**config.mk**
```make
export PLATFORM = sky130hd
export DESIGN_NAME = scalar_operand_loader
export DESIGN_NICKNAME = d
export VERILOG_FILES = /design/src/rtl/scalar_operand_loader.sv
export SDC_FILE = /design/constraint.sdc
export NUM_CORES = 1
export LEC_CHECK = 0
export ABC_AREA = 0
export BUFFER_PORTS_ARGS = -buffer_cell sky130_fd_sc_hd__buf_2
export CAP_MARGIN = 15
export CORE_MARGIN = 2
export CORE_UTILIZATION = 50
export CTS_BUF_LIST = sky130_fd_sc_hd__clkbuf_4 sky130_fd_sc_hd__clkbuf_8 sky130_fd_sc_hd__clkbuf_16
export DETAILED_ROUTE_END_ITERATION = 12
export PLACE_DENSITY = 0.82
export SETUP_SLACK_MARGIN = 0.3
export SLEW_MARGIN = 25
export SYNTH_ARGS = -nofsm -noshare
export SYNTH_HDL_FRONTEND = slang
export SYNTH_SLANG_ARGS = --single-unit
```
**constraint.sdc**
```tcl
create_clock -name clk_i -period 3.2 [get_ports clk_i]
set_input_delay 0.64 -clock clk_i [delete_from_list [all_inputs] [get_ports clk_i]]
set_output_delay 0.64 -clock clk_i [all_outputs]
set_load 0.01 [all_outputs]
```
**src/rtl/scalar_operand_loader.sv**
```systemverilog
// Gathers lane_depth_p bus beats into a sign-extended operand tensor; double-banked when SCALAR_LOADER_DOUBLE_BUF_EN is defined.
// Latency: valid 1 cycle after the last beat; backpressure: load_ready_o drops while a finished tensor cannot be handed over.
module scalar_operand_loader #(
    parameter int in_width_p   = 32,
    parameter int out_width_p  = 32,
    parameter int lane_depth_p = 4,
    parameter int bus_width_p  = 64,
    parameter int num_lanes_p  = bus_width_p / in_width_p,
    parameter int cnt_w_p      = $clog2(lane_depth_p + 1)
) (
    input  logic                          clk_i,
    input  logic                          reset_ni,
    input  logic                          clear_i,
    input  logic [bus_width_p-1:0]        read_bus_i,
    input  logic                          load_valid_i,
    input  logic                          load_enable_i,
    output logic                          load_ready_o,
    input  logic                          consume_i,
    output logic                          values_valid_o,
    output logic [cnt_w_p-1:0]            beat_cnt_o,
    output logic                          drop_err_o,
    output logic signed [out_width_p-1:0] scalar_values_o [0:num_lanes_p*lane_depth_p-1]
);

    localparam int                 elems_lp     = num_lanes_p * lane_depth_p;
    localparam logic [cnt_w_p-1:0] last_beat_lp = cnt_w_p'(lane_depth_p - 1);
    localparam logic [cnt_w_p-1:0] full_cnt_lp  = cnt_w_p'(lane_depth_p);

    if ((bus_width_p % in_width_p) != 0) begin : g_bus_width_check
        $error("scalar_operand_loader: bus_width_p must be a multiple of in_width_p");
    end
    if (out_width_p < in_width_p) begin : g_out_width_check
        $error("scalar_operand_loader: out_width_p must be >= in_width_p");
    end

    logic signed [out_width_p-1:0] beat_ext [0:num_lanes_p-1];
    logic signed [out_width_p-1:0] fill_d   [0:elems_lp-1];
    logic                          accept;
    logic                          offer_blocked;
    logic                          last_beat;

    assign accept        = load_valid_i & load_enable_i & load_ready_o;
    assign offer_blocked = load_valid_i & load_enable_i & ~load_ready_o;
    assign last_beat     = accept & (beat_cnt_o == last_beat_lp);

    always_comb begin
        for (int l = 0; l < num_lanes_p; l++) begin
            beat_ext[l] = out_width_p'(signed'(read_bus_i[l*in_width_p +: in_width_p]));
        end
    end

`ifdef SCALAR_LOADER_DOUBLE_BUF_EN
    logic signed [out_width_p-1:0] fill_q [0:elems_lp-1];
    logic                          pending_q;
    logic                          xfer;

    // Handover happens either when a parked tensor is released or when the
    // last beat arrives while the output bank is free on this same edge.
    assign xfer         = (pending_q & consume_i) | (last_beat & (~values_valid_o | consume_i));
    assign load_ready_o = ~pending_q;

    always_comb begin
        fill_d = fill_q;
        if (accept) begin
            for (int k = 0; k < lane_depth_p; k++) begin
                for (int l = 0; l < num_lanes_p; l++) begin
                    if (int'(beat_cnt_o) == k) fill_d[k*num_lanes_p + l] = beat_ext[l];
                end
            end
        end
    end

    always_ff @(posedge clk_i or negedge reset_ni) begin
        if (!reset_ni) begin
            for (int i = 0; i < elems_lp; i++) begin
                fill_q[i]          <= '0;
                scalar_values_o[i] <= '0;
            end
            pending_q      <= 1'b0;
            values_valid_o <= 1'b0;
            beat_cnt_o     <= '0;
            drop_err_o     <= 1'b0;
        end else begin
            if (offer_blocked) drop_err_o <= 1'b1;
            if (clear_i) begin
                pending_q      <= 1'b0;
                values_valid_o <= 1'b0;
                beat_cnt_o     <= '0;
            end else begin
                if (accept) fill_q <= fill_d;
                if (xfer) begin
                    scalar_values_o <= fill_d;
                    values_valid_o  <= 1'b1;
                    pending_q       <= 1'b0;
                    beat_cnt_o      <= '0;
                end else begin
                    if (last_beat) begin
                        pending_q  <= 1'b1;
                        beat_cnt_o <= full_cnt_lp;
                    end else if (accept) begin
                        beat_cnt_o <= beat_cnt_o + 1'b1;
                    end
                    if (consume_i) values_valid_o <= 1'b0;
                end
            end
        end
    end
`else
    // Single bank: beats land straight in the output array, so partial fills
    // are visible while values_valid_o is low.
    assign load_ready_o = ~values_valid_o;

    always_comb begin
        fill_d = scalar_values_o;
        if (accept) begin
            for (int k = 0; k < lane_depth_p; k++) begin
                for (int l = 0; l < num_lanes_p; l++) begin
                    if (int'(beat_cnt_o) == k) fill_d[k*num_lanes_p + l] = beat_ext[l];
                end
            end
        end
    end

    always_ff @(posedge clk_i or negedge reset_ni) begin
        if (!reset_ni) begin
            for (int i = 0; i < elems_lp; i++) begin
                scalar_values_o[i] <= '0;
            end
            values_valid_o <= 1'b0;
            beat_cnt_o     <= '0;
            drop_err_o     <= 1'b0;
        end else begin
            if (offer_blocked) drop_err_o <= 1'b1;
            if (clear_i) begin
                values_valid_o <= 1'b0;
                beat_cnt_o     <= '0;
            end else begin
                if (accept) scalar_values_o <= fill_d;
                if (last_beat) begin
                    values_valid_o <= 1'b1;
                    beat_cnt_o     <= full_cnt_lp;
                end else if (accept) begin
                    beat_cnt_o <= beat_cnt_o + 1'b1;
                end
                if (consume_i && values_valid_o) begin
                    values_valid_o <= 1'b0;
                    beat_cnt_o     <= '0;
                end
            end
        end
    end
`endif

endmodule

```
==> out/results.ini <==
[setup_path]
slowest_delay_ps = 520
crit_path_end_kind = flip-flop
cp_top_family = simple AND/OR/NAND/NOR gates
critical_path_class = flip-flop to flip-flop
cp.required_ps = 3590
cp-start-kind = flip-flop
cp_cell_sequence = and3b_1 > nand3_4 > buf_12 > mux2_2
cp_max_fo = 35
worstPathArrival_ps = 2690
cp_slowest_cell = and3b_1
cp.buffers_inverters = 1

[global_route]
use_met1_pct = 26.0
grt_overflow = 0
grt_pass1_wl_microns = 35600
grtUsageTotal_pct = 21.2
grt_pass1_vias = 6396
met2_usage_pct = 36.3
grtUsageMet3_pct = 5.53
grt_most_used_layer = met2
grt_max_degree = 98
antenna_found_initial = 1

[detailed_routing]
antenna_left = 0
first_pass_iters = 4
wl_per_cell_microns = 18.9
vias = 6080
wl_microns = 22500
drtIter0Drc = 150
drc_errors = 0
via_per_inst = 5.10

[logic_synthesis]
synth_nets = 647
synth-simple-area-share_pct = 1.12
ys_seq_area_share_pct = 65.7
yosysWarningCount = 0
synth_compound_area_share_pct = 0.466
avgSynthCellArea_sq_um = 17.4
yosys.area.top_type = dfrtp_1
synthMuxAreaShare_pct = 29.0
synthTopCellsByArea = dfrtp_1, mux2_2, buf_6
synth_xor_area_share_pct = 0
synth_top_family_by_area = multiplexers
synth_fa_ha_area_share_pct = 0.630
synth_top_cell_area_share_pct = 65.7
synthCells = 572
synth.distinct_cells = 20
syn_area_sq_um = 9930
synth-seq-cells = 261

[floorplanning]
coreArea_sq_um = 19500
die_w_microns = 145
rows = 51
initial_utilization_pct = 51.0
die_area_sq_um = 21000
ios = 332
die_y_microns = 145

[power]
switching_share_pct = 25.9
leakage_nw = 6.84
p_comb_share_pct = 17.8
p_sw_w = 0.00217
internal-power_w = 0.00621
power.density_nw_per_um2 = 666
ir_worst_vdd_mv = 0.431
p_clk_share_pct = 34.0
power_w = 0.00838
p_seq_share_pct = 48.2

[clock_tree]
clock_latency_ps = 510
post_cts_resized = 0
cts.reportedPaths.clkPinSlew_ps = 60
cts.sinks = 261
clk_path_buf_depth = 3
cts_setup_buffers = 0
cts-htree-levels = 1
cts_root_buffer = clkbuf_16
cts_hold_buf = 0
cts_tree = yes
cts_inserted_buffers = 26

[timing]
setup-violations-final = 0
tightest_slew_ps = 611
period_share_pct = 71.8
fmax_mhz = 436
final-hold-violation-count = 0
period_needed_ps = 2300
slew_viol_final = 0
rsz0062_at_grt = no
fin_tns_setup_ps = 0
hold_slack_ps = 47.3
relSlewSlack_pct = 59.3
fin_skew_ps = 7.82

[outcome]
status = complete, no violations

[place]
portBuffers = 331
hpwl_microns = 15600
place_area_sq_um = 11800
globalplace.congestion = 0.787

[cells_and_area]
post-route-util_pct = 64.6
num-nets-final = 988
areaGrowthSynthToFinish_pct = 26.6
finish.instance_area_sq_um = 12600
drive_gt1_share_pct = 67.6
antenna_cells = 0

[run]
cap_violations = 0

[worst_hold_path]
hp-class = primary input to async pin

[path summary, 6_finish.rpt]
path | startpoint | to | slack [ps] | cells after the start
worst min-delay path | reset_ni | scalar_values_o[1] | 50 | 1
max in group asynchronous | reset_ni | scalar_values_o[42] | 2260 | 2
worst max register to register | values_valid_o | scalar_values_o[116] | 900 | 4
worst min register to register | drop_err_o | drop_err_o | 470 | 1
worst max-delay path | values_valid_o | scalar_values_o[116] | 900 | 4
min in group clk_i | clear_i | values_valid_o | 360 | 2
[placed cells by master (no fill, tap or decap)]
| cell type | instances |
|---|---|
| nand3_4 | 3 |
| a2bb2oi_1 | 1 |
| ha_1 | 5 |
| clkinvlp_4 | 1 |
| nor3b_2 | 1 |
| buf_12 | 5 |
| buf_4 | 3 |
| clkinv_2 | 2 |
| mux2_1 | 16 |
| clkbuf_16 | 27 |
| nor2b_1 | 1 |
| nor2_2 | 1 |
| o32ai_1 | 1 |
| nand2_1 | 5 |
| a31o_2 | 1 |
| clkbuf_4 | 7 |
| inv_1 | 4 |
| buf_8 | 1 |
| clkbuf_8 | 4 |
| dfrtp_1 | 261 |
| a221o_1 | 1 |
| nor2_1 | 1 |
| buf_2 | 330 |
| nand3b_1 | 1 |
| mux2_2 | 240 |
| a21oi_1 | 2 |
| and3b_1 | 1 |
[per-layer routing]
metal  share of wire [%]  routed length (microns)  vias up
li1                    -                        -     2710
met1                  39                     8720     3075
met2                  51                    11400      241
met3                 7.1                     1600       52
met4                 3.2                      716        2
met5               0.071                       16        -
[state kept, by name, summed over array words and instances (netlist names)]
register / flops
drop_err_o: 1
values_valid_o: 1
scalar_values_o: 256
beat_cnt_o: 3
[power by group through the flow]
stage	Combinational [W]	Clock, W	Sequential [W]
6_report	0.00149	0.00285	0.00404
4_1_cts	0.00151	0.00292	0.00404
3_3_place_gp	0.00147	0	0.00407
2_1_floorplan	0.000470	0	0.00433
3_5_place_dp	0.00151	0	0.00409
5_1_grt	0.00160	0.00307	0.00410
[through the flow]
stage	worst slack [ps]	cells
finish	904	1191
global route	781	1191
CTS	882	1191
detailed placement	651	1150
global placement	709	1150
floorplan	1420	572
[logic make-up (layout without fill, tap and decap cells)]
| kind of cell | Yosys count | in the layout |
|---|---|---|
| AND/OR/NAND/NOR | 14 | 14 |
| buffers and inverters | 30 | 384 |
| multiplexers | 256 | 256 |
| AO/OA/AOI/OAI | 6 | 6 |
| adder cells (fa/ha/maj) | 5 | 5 |
| flip-flops | 261 | 261 |
[synth_stat cells, drive strengths merged]
cell	number
nand3	3
nand3b	1
and3b	1
nor3b	1
a31o	1
nand2	5
nor2	2
ha	5
a21oi	2
dfrtp	261
nor2b	1
mux2	256
buf	26
inv	4
a221o	1
o32ai	1
a2bb2oi	1
[final cells by class]
class | instances | area, sq um
fillers | 1415 | 6890
flip-flops and latches | 261 | 6530
multi-input cells | 281 | 3110
repair buffers | 339 | 1790
clock buffers | 38 | 783
well taps | 265 | 332
clock inverters | 3 | 17.5
inverters | 4 | 15.0
No activity file was read; power rests on OpenSTA's default activity.
